`src/rtl/fsm_stream_arbiter.sv`:
```
// Round-robin arbiter that time-shares one sequence-detector FSM among N_REQ requesters:
// per grant it clears the detector, streams the pattern MSB first and counts yout hits.
module fsm_stream_arbiter #(
  parameter int N_REQ     = 4,
  parameter int BURST_LEN = 8,
  parameter int HIT_W     = $clog2(BURST_LEN + 1)
) (
  input  logic                       clk,
  input  logic                       reset,
  input  logic [N_REQ-1:0]           req,
  input  logic [N_REQ*BURST_LEN-1:0] pat,
  input  logic                       yout_in,
  output logic                       fsm_clr,
  output logic                       ain_out,
  output logic [N_REQ-1:0]           gnt,
  output logic [N_REQ-1:0]           done,
  output logic [HIT_W-1:0]           hits,
  output logic                       busy
);

  localparam int PTR_W = (N_REQ > 1) ? $clog2(N_REQ) : 1;

  typedef enum logic [1:0] {IDLE, CLEAR, SHIFT, REPORT} state_t;

  state_t               state, state_nxt;
  logic [PTR_W-1:0]     rr_ptr, gnt_idx, pick, cand;
  logic                 found;
  logic [BURST_LEN-1:0] sreg;
  logic [BURST_LEN-1:0] pat_arr [N_REQ];
  logic [HIT_W-1:0]     bit_cnt;
  logic                 last_bit;

  assign last_bit = (bit_cnt == HIT_W'(BURST_LEN - 1));
  assign busy     = (state != IDLE);

  always_comb begin
    for (int i = 0; i < N_REQ; i++) begin
      pat_arr[i] = pat[i*BURST_LEN +: BURST_LEN];
    end
  end

  // Search starts just past the last served requester, so every waiting one is reached.
  always_comb begin
    // NOTE: every always_comb output gets a default first so no path infers a latch.
    pick  = '0;
    cand  = '0;
    found = 1'b0;
    for (int i = 1; i <= N_REQ; i++) begin
      cand = PTR_W'((int'(rr_ptr) + i) % N_REQ);
      if (!found && req[cand]) begin
        found = 1'b1;
        pick  = cand;
      end
    end
  end

  always_comb begin
    state_nxt = state;
    unique case (state)
      IDLE:    if (found) state_nxt = CLEAR;
      CLEAR:   state_nxt = SHIFT;
      SHIFT:   if (last_bit) state_nxt = REPORT;
      REPORT:  state_nxt = IDLE;
      default: state_nxt = IDLE;
    endcase
  end

  // NOTE: sequential state uses non-blocking assignments so all flops update together.
  always_ff @(posedge clk or posedge reset) begin
    if (reset) state <= IDLE;
    else       state <= state_nxt;
  end

  // Outputs are registered so the detector sees glitch-free clear and data lines.
  always_ff @(posedge clk or posedge reset) begin
    if (reset) begin
      gnt     <= '0;
      done    <= '0;
      hits    <= '0;
      ain_out <= 1'b0;
      fsm_clr <= 1'b0;
      rr_ptr  <= PTR_W'(N_REQ - 1);
      gnt_idx <= '0;
      sreg    <= '0;
      bit_cnt <= '0;
    end else begin
      done    <= '0;
      fsm_clr <= 1'b0;
      ain_out <= 1'b0;
      unique case (state)
        IDLE: begin
          if (found) begin
            gnt     <= N_REQ'(1) << pick;
            gnt_idx <= pick;
            sreg    <= pat_arr[pick];
            hits    <= '0;
            bit_cnt <= '0;
            fsm_clr <= 1'b1;
          end
        end
        CLEAR: begin
          ain_out <= sreg[BURST_LEN-1];
          sreg    <= sreg << 1;
        end
        SHIFT: begin
          hits <= hits + HIT_W'(yout_in);
          if (last_bit) begin
            done <= N_REQ'(1) << gnt_idx;
          end else begin
            ain_out <= sreg[BURST_LEN-1];
            sreg    <= sreg << 1;
            bit_cnt <= bit_cnt + 1'b1;
          end
        end
        REPORT: begin
          gnt    <= '0;
          rr_ptr <= gnt_idx;
        end
        default: ;
      endcase
    end
  end

endmodule
```
`config.mk`:
```
export PLATFORM = sky130hd
export DESIGN_NAME = fsm_stream_arbiter
export DESIGN_NICKNAME = d
export VERILOG_FILES = /design/src/rtl/fsm_stream_arbiter.sv
export SDC_FILE = /design/constraint.sdc
export NUM_CORES = 1
export LEC_CHECK = 0
export CORE_UTILIZATION = 25
export DETAILED_ROUTE_END_ITERATION = 7
export SKIP_CTS_REPAIR_TIMING = 1
export SLEW_MARGIN = 30
export SYNTH_ARGS = -nofsm -noshare
export SYNTH_HDL_FRONTEND = slang
export SYNTH_SLANG_ARGS = --single-unit
```
`constraint.sdc`:
```
create_clock -name clk -period 2.1 [get_ports clk]
set_clock_uncertainty 0.15 [all_clocks]
set_input_delay 0.63 -clock clk [delete_from_list [all_inputs] [get_ports clk]]
set_output_delay 0.63 -clock clk [all_outputs]
set_load 0.01 [all_outputs]
```
Yosys cells after proc, flatten, opt, wreduce, memory -nomap -nowiden
Index checks and enable logic that the tools add are counted.
W data, S select, Z words.

cells by class
  $add $sub $neg = 6
  shift operators = 2
  bitwise logic cells = 1
  divide/modulo/power cells = 0
  equality and inequality tests = 7
  $mul = 0
  $lt $le $gt $ge = 5
  reductions and logical operators = 17
  mux-type cells = 37

operators with widths
  operator               number
  $mux W8                4
  $pmux W4 S2            3
  $pmux W8 S3            1
  $mux W4                5
  $bmux W8 S2            1
  $lt A2 B3 Y1 const B   4
  $mux W2                6
  $mux W1                11
  $bmux W1 S2            4
  $pmux W2 S4            1
  $reduce_and A2 Y1      4
  $shl A1 B2 Y4 const A  2
  $ne A2 B2 Y1 const B   3
  $reduce_and A3 Y1      2
  $reduce_bool A2 Y1     3
  $add A2 B1 Y2 const B  2
  $add A2 B2 Y2 const B  2
  $add A4 B1 Y4          1
  $add A4 B1 Y4 const B  1
  $eq A2 B2 Y1 const B   2
  $eq A4 B3 Y1 const B   1
  $ge A3 B3 Y1 const B   1
  $logic_and A1 B1 Y1    3
  $logic_not A1 Y1       3
  other kinds (5)        5

word-level totals
  RAM bits = 0
  register bits = 32
  memories kept = 0
  input port bits = 39
  bits in latches = 0
  logic and storage cells = 85
  memory bits (read-only) = 0
  output and inout port bits = 15

Depth between registers and ports, before layout
Gate-level depths: netlist of the first run.

  depth after elaboration = 19
  mapped depth = 9
  gate-level depth less buffers = 7

Worst setup path before layout of the first run
OpenSTA, ideal clock, no wires.

  path kind = in2reg
  from = input port req[1]
  to = register sreg[2]
  cell stages on the path = 6
  required time = 1.869 ns
  setup time = 0.081 ns
  path slack = -0.108 ns
  data arrival time = 1.976 ns
  path buffers = 1
  cells stage by stage = or2_4 > a311oi_4 > buf_6 > nand2_1 > mux2_2 > a31oi_2

between the ends
  longest elaborated chain between the ends = 18
  elaborated cells on any way between the ends = 30
  classes of those cells = eq/ne: 1; mux: 21; bitwise: 1; reduce/logical: 7

RTL lines
  element                                      RTL line  text
  start, declared                              10        input logic [N_REQ-1:0] req,
  $bmux W1 S2                                  50        if (!found && req[cand]) begin
  $mux W1 (not written as such)                50
  $mux W1                                      50
  $logic_not A1 Y1                             50
  $logic_and A1 B1 Y1                          50
  $mux W1                                      50
  $logic_not A1 Y1                             50
  $logic_and A1 B1 Y1                          50
  $mux W1                                      50
  $logic_not A1 Y1                             50
  $logic_and A1 B1 Y1                          50
  $mux W2                                      50
  $not A2 Y3 (not written as such)             95        sreg <= pat_arr[pick];
  $bmux W8 S2                                  95
  $mux W8 (not written as such) (2 in series)  95
  $mux W8                                      92        if (found) begin
  $pmux W8 S3                                  90        unique case (state)
  end signal, assigned                         95
  end signal, assigned                         103       sreg <= sreg << 1;
  end signal, assigned                         111       sreg <= sreg << 1;
  end, declared                                28        logic [BURST_LEN-1:0] sreg;

Parallel ways exist; a longest one is shown, timed or not. The select of a mux whose other input is x is not followed.
A chain may end at the register's enable or synchronous reset.

Final worst setup path of the first run
  from = register gnt[2]
  to = output port gnt[2]

RTL lines
  element                 RTL line  text
  start, declared         15        output logic [N_REQ-1:0] gnt,
  start signal, assigned  93        gnt <= N_REQ'(1) << pick;

No word-level cell between the ends.

==> run metrics, run 1 <==
Mapped Area=0.00195 mm^2; Worst-path clk slew=60 ps; Total GRT Usage=12.6%; dpl cell area=0.00281 mm^2; vias in the first global route=1775; crit path DAT=1240 ps; EDFF count, synth=0; first-pass GRT wire length=8.21 mm; maximum vdd ir drop=0.561 mV; ant diodes=0; post-route cell area=0.00307 mm^2; Net Count, Synth=245; synth warn=0; largest net degree at the start of global routing=33; Leak=1.39 nW; minimum clock period=2020 ps; GR Overflow Total=0; layout cells sized above 1=23.5%; port bufs=53; pwr dens=1270 mW/mm^2; Worst Tran Pin Value=447 ps; Clock Sink Count=32; final non-filler cell total=388; DRC=0; total power=3.90 mW; CP delay by family, top=buffers and inverters; P&R area growth vs syn=57.1%; register bit total from synthesis=32; Initial Utilization=26.3%; via density per instance=4.71; M2 GR Usage=20.4%; Max H-tree Level=2; Slew Limit Fails=0; NetSw=1.46 mW; TritonCTS Buffers=5; RD Place Congestion=0.834; Startpoint Class=flip-flop; Slowest Stage Delay on Critical Path=560 ps; WP buf/inv=1; CP max FO=3; Final Cycle Share=96.1%; vias=1827; Comb power frac=60.2%; # fillers=717; type of the most critical hold path=reg2reg; sequential share of the synthesized area=41.2%; Synth Instances=199; Pre-antenna DRT Iters=4; syn avg cell area=9.81 um^2; predominant post-synthesis flop cell=dfrtp_1; synth unique cells=43; die extent in y=90.4 um; grt peak-use layer=met2; outcome=complete, no violations; GR Layer Usage met3=2.95%; DRT antenna net count=0; fmax=0.495 GHz; clock power share=12.4%; Post-Route WL=5.09 mm; Switching Share=37.3%; final hold vios=0; core area=0.00741 mm^2; hold_ws=359 ps; num rows=31; routing usage on met1=16.2%; CP endpoint kind=primary output; register share of total power=27.3%; DP Cell Count=371; Final Util=41.4%; CTS Root Cell=clkbuf_8; Clock Path Buffers=2; Pint=2.45 mW; worst path cell trace=clkdlybuf4s50_1; die width=90.4 um; WL per Instance=13.1 um; DIE AREA=0.00816 mm^2; initial antenna violation count=0; num ports=54; nets=334; required time worst endpoint=1320 ps; CP Class=reg2out; initial DRC count=38; Worst-Skew Late Latency=280 ps; TritonCTS clock tree=built; slowest stage cell on the critical path=clkdlybuf4s50_1; max_slew headroom=70.1%; endpoints failing setup=0; Async SR Flop Fraction=100%; Max-Cap Viols=0; hpwl dp=3.71 mm
==> through the flow <==
step	setup WS (ps)	TNS (ps)
3_3_place_gp	-523	-8670
5_1_grt	-3.83	-4.33
6_report	81.6	0
3_5_place_dp	-517	-9180
4_1_cts	-274	-2270
2_1_floorplan	-28.8	-92.7
==> flip-flops by register name (all words and copies together), names as in the netlist <==
register,cells
gnt,4
state,2
sreg,8
ain_out,1
fsm_clr,1
gnt_idx,2
bit_cnt,4
hits,4
done,4
rr_ptr,2
==> cells in the mapped netlist, drive strengths merged, types with 5 or more instances <==
cell type | number | area share (%)
dfrtp | 30 | 38
nand2 | 29 | 5.6
mux2i | 15 | 7.7
o21ai | 12 | 3.1
a21oi | 11 | 2.8
nor2 | 11 | 2.2
a31oi | 8 | 3.2
ha | 7 | 4.5
inv | 7 | 1.3
mux2 | 7 | 4.0
a22o | 6 | 2.8
buf | 6 | 2.6
nand2b | 6 | 2.3
nand3 | 6 | 1.5
a221oi | 5 | 2.2
==> kinds of logic (layout without fill, tap and decap cells) <==
| family | after synthesis | in the layout | share of synthesized area, % |
|---|---|---|---|
| buffers and inverters | 16 | 106 | 4.55 |
| DFF | 32 | 32 | 41.2 |
| adders and majority gates | 7 | 7 | 4.49 |
| AOI/OAI and AO/OA | 52 | 52 | 19.4 |
| muxes | 22 | 22 | 11.7 |
| and+or+nand+nor | 70 | 70 | 18.7 |
==> final cells by class <==
type | count | area (um^2) | share of cell area (%)
Multi-Input combinational cell | 151 | 1090 | 35.5
Timing Repair Buffer | 91 | 935 | 30.5
Sequential cell | 32 | 803 | 26.2
Tap cell | 99 | 124 | 4.04
Clock buffer | 8 | 90.1 | 2.94
Inverter | 7 | 26.3 | 0.857
==> layout by cell type (no fill, tap or decap), drive strengths merged, types with 2 or more instances in the layout <==
cell type / count
a21oi: 11
a221oi: 5
a22o: 6
a31oi: 8
a32o: 2
and3: 2
buf: 35
clkbuf: 11
clkdlybuf4s50: 48
dfrtp: 30
dfstp: 2
dlymetal6s2s: 5
ha: 7
inv: 7
mux2: 7
mux2i: 15
nand2: 29
nand2b: 6
nand3: 6
nor2: 11
nor3: 4
nor4: 2
o21a: 2
o21ai: 12
o22ai: 2
or2b: 4
==> layer usage <==
layer | wire (um) | part of all wire (%)
met4 | 77 | 1.5
met3 | 185 | 3.6
met2 | 2440 | 48
met1 | 2390 | 47
met5 | 0 | 0
==> worst paths after layout <==
path                                        from                    end  slack [ps]  depth (start not counted)
max reg2reg                rr_ptr[0]$_DFFE_PP1P_    sreg[6]$_DFFE_PP0P_         130                          6
min in group asynchronous                  reset    hits[2]$_DFFE_PP0P_         550                          3
min reg2reg                  sreg[0]$_DFFE_PP0P_    sreg[0]$_DFFE_PP0P_         360                          1
max                           gnt[2]$_DFFE_PP0P_                 gnt[2]          80                          1
max in group asynchronous                  reset  rr_ptr[1]$_DFFE_PP1P_        1010                          3
min                          sreg[0]$_DFFE_PP0P_    sreg[0]$_DFFE_PP0P_         360                          1
==> power by group through the flow <==
stage / Clock, mW / Sequential [mW] / Combinational [mW]
after floorplan: 0 / 1.03 / 1.35
after global placement: 0 / 1.07 / 2.07
after detailed placement: 0 / 1.07 / 2.09
after CTS: 0.505 / 1.07 / 2.10
after global routing: 0.529 / 1.10 / 2.58
final: 0.484 / 1.07 / 2.35
(Power assumes the default switching activity.)
==> run 2, diff against run 1 <==
==> constraint.sdc (replaced) <==
create_clock -name clk -period 2.1 [get_ports clk]
set_clock_uncertainty 0.15 [all_clocks]
set_input_delay 0.63 -clock clk [delete_from_list [all_inputs] [get_ports clk]]
set_output_delay 0.63 -clock clk [all_outputs]
set_load 0.05 [all_outputs]
==> run 2 against run 1 <==
Against the previous run: utilization shrank 0.20 points; first-iteration DRC count grew 47%; non-clock buffer count shrank 6; final cell count shrank 1.5%; maximum frequency shrank 2.2%; worst setup slack lost 45 ps; worst hold slack lost 2.9 ps; critical path depth grew 5; combinational power grew 9.8%; global-route usage grew 0.14 points; via count shrank 0.82%; largest power group unchanged; highest routed layer unchanged.
==> run metrics, run 2 (synthesized netlist as in run 1, its figures left out) <==
DIE AREA=0.00816 mm^2; DRT antenna net count=0; Initial Utilization=26.3%; nets=328; minimum clock period=2060 ps; initial DRC count=56; Worst Reg-to-Reg Cells=6; total power=4.16 mW; commonest non-fill, non-tap cell in the layout=buf_4; pre-CTS setup slack=-530 ps; crit path DAT=2120 ps; Max-Cap Viols=0; core area=0.00741 mm^2; post-route cell area=0.00305 mm^2; largest net degree at the start of global routing=33; GR Overflow Total=0; setup ws final=37.0 ps; die extent in y=90.4 um; first-pass GRT wire length=8.32 mm; fmax=0.485 GHz; final non-filler cell total=382; maximum vdd ir drop=0.771 mV; RD Place Congestion=0.854; Worst-Skew Late Latency=290 ps; via density per instance=4.74; P&R area growth vs syn=56.3%; Clock Path Buffers=2; Leak=1.41 nW; final hold vios=0; Worst-path clk slew=70 ps; num rows=31; RSZ-0062 raised after global routing=yes; layout cells sized above 1=31.4%; num ports=54; DRC=0; Max H-tree Level=2; CTS Root Cell=clkbuf_8; Top reg by flops=sreg; required time worst endpoint=2160 ps; initial antenna violation count=0; endpoints failing setup=0; hpwl dp=3.78 mm; vias in the first global route=1719; vias=1812; Clock Sink Count=32; Final Util=41.2%; port bufs=53; type of the most critical hold path=reg2reg; TritonCTS clock tree=built; commonest non-fill, non-tap cells in the layout=37 x buf_4, 34 x clkdlybuf4s50_1, 30 x dfrtp_1; ant diodes=0; DP Cell Count=367; max reg flops=8; Total GRT Usage=12.7%; Worst Tran Pin Value=451 ps; Post-Route WL=5.15 mm; die width=90.4 um; max_slew headroom=69.7%; pwr dens=1360 mW/mm^2; CP endpoint kind=flip-flop; Slew Limit Fails=0; WL per Instance=13.5 um; # fillers=737; CP max FO=7; Final Cycle Share=98.2%; TritonCTS Buffers=5; outcome=complete, no violations; Pre-antenna DRT Iters=4; dpl cell area=0.00279 mm^2; Startpoint Class=flip-flop; Worst Hold Path Cells=1; CP Class=reg2reg
[run 2: stage by stage]
| stage | hold WS, ps | TNS, ps |
|---|---|---|
| 2_1_floorplan | 314 | -92.7 |
| 3_3_place_gp | 338 | -8540 |
| 3_5_place_dp | 333 | -9370 |
| 4_1_cts | 352 | -2410 |
| 5_1_grt | 382 | -276 |
| 6_report | 356 | 0 |
[run 2: worst paths after layout]
| check | slack (ps) | endpoint | startpoint |
|---|---|---|---|
| setup / recovery | 40 | sreg[5]$_DFFE_PP0P_ | rr_ptr[0]$_DFFE_PP1P_ |
| max in group asynchronous | 1020 | rr_ptr[1]$_DFFE_PP1P_ | reset |
| hold reg to reg | 360 | sreg[0]$_DFFE_PP0P_ | sreg[0]$_DFFE_PP0P_ |
| setup reg to reg | 40 | sreg[5]$_DFFE_PP0P_ | rr_ptr[0]$_DFFE_PP1P_ |
| min in group asynchronous | 540 | gnt[2]$_DFFE_PP0P_ | reset |
| hold / removal | 360 | sreg[0]$_DFFE_PP0P_ | sreg[0]$_DFFE_PP0P_ |
[run 2: cell type report]
| class | count | area (um^2) | share of cell area, % |
|---|---|---|---|
| flip-flops and latches | 32 | 803 | 26.3 |
| well taps | 99 | 124 | 4.06 |
| inverters | 7 | 26.3 | 0.861 |
| multi-input cells | 151 | 1150 | 37.6 |
| repair buffers | 85 | 857 | 28.1 |
| clock buffers | 6 | 82.6 | 2.71 |
| clock inverters | 2 | 10.0 | 0.328 |
[run 2: power by group]
| part | total [mW] | internal [mW] | switching, mW |
|---|---|---|---|
| clock network | 0.499 | 0.261 | 0.238 |
| logic | 2.58 | 1.31 | 1.27 |
| registers | 1.08 | 0.865 | 0.215 |
| total | 4.16 | 2.43 | 1.73 |
[run 2: routing by layer]
| layer | wire, um | up-vias | GRT usage (%) |
|---|---|---|---|
| met5 | 0 | - | 0 |
| met4 | 76 | 0 | 4.84 |
| met3 | 184 | 6 | 2.61 |
| met2 | 2500 | 46 | 20.1 |
| met1 | 2390 | 873 | 17.1 |
| li1 | - | 887 | - |
[run 2: worst max-delay path, cell delays in order (launching register included)]
cell	delay (ps)
dfstp_2	590
nand2b_4	180
o21ai_2	70
a211oi_2	320
clkbuf_16	210
mux2_4	310
a31oi_4	150
==> run 3, diff against run 2 <==
--- a/config.mk
+++ b/config.mk
@@ -6,9 +6,9 @@
 export NUM_CORES = 1
 export LEC_CHECK = 0
 export CORE_UTILIZATION = 25
+export CTS_CLUSTER_SIZE = 8
 export DETAILED_ROUTE_END_ITERATION = 7
 export SKIP_CTS_REPAIR_TIMING = 1
-export SLEW_MARGIN = 30
 export SYNTH_ARGS = -nofsm -noshare
 export SYNTH_HDL_FRONTEND = slang
 export SYNTH_SLANG_ARGS = --single-unit
==> results of run 3 <==
Same layout as run 2: the final DEF is identical, and so are final timing and power.
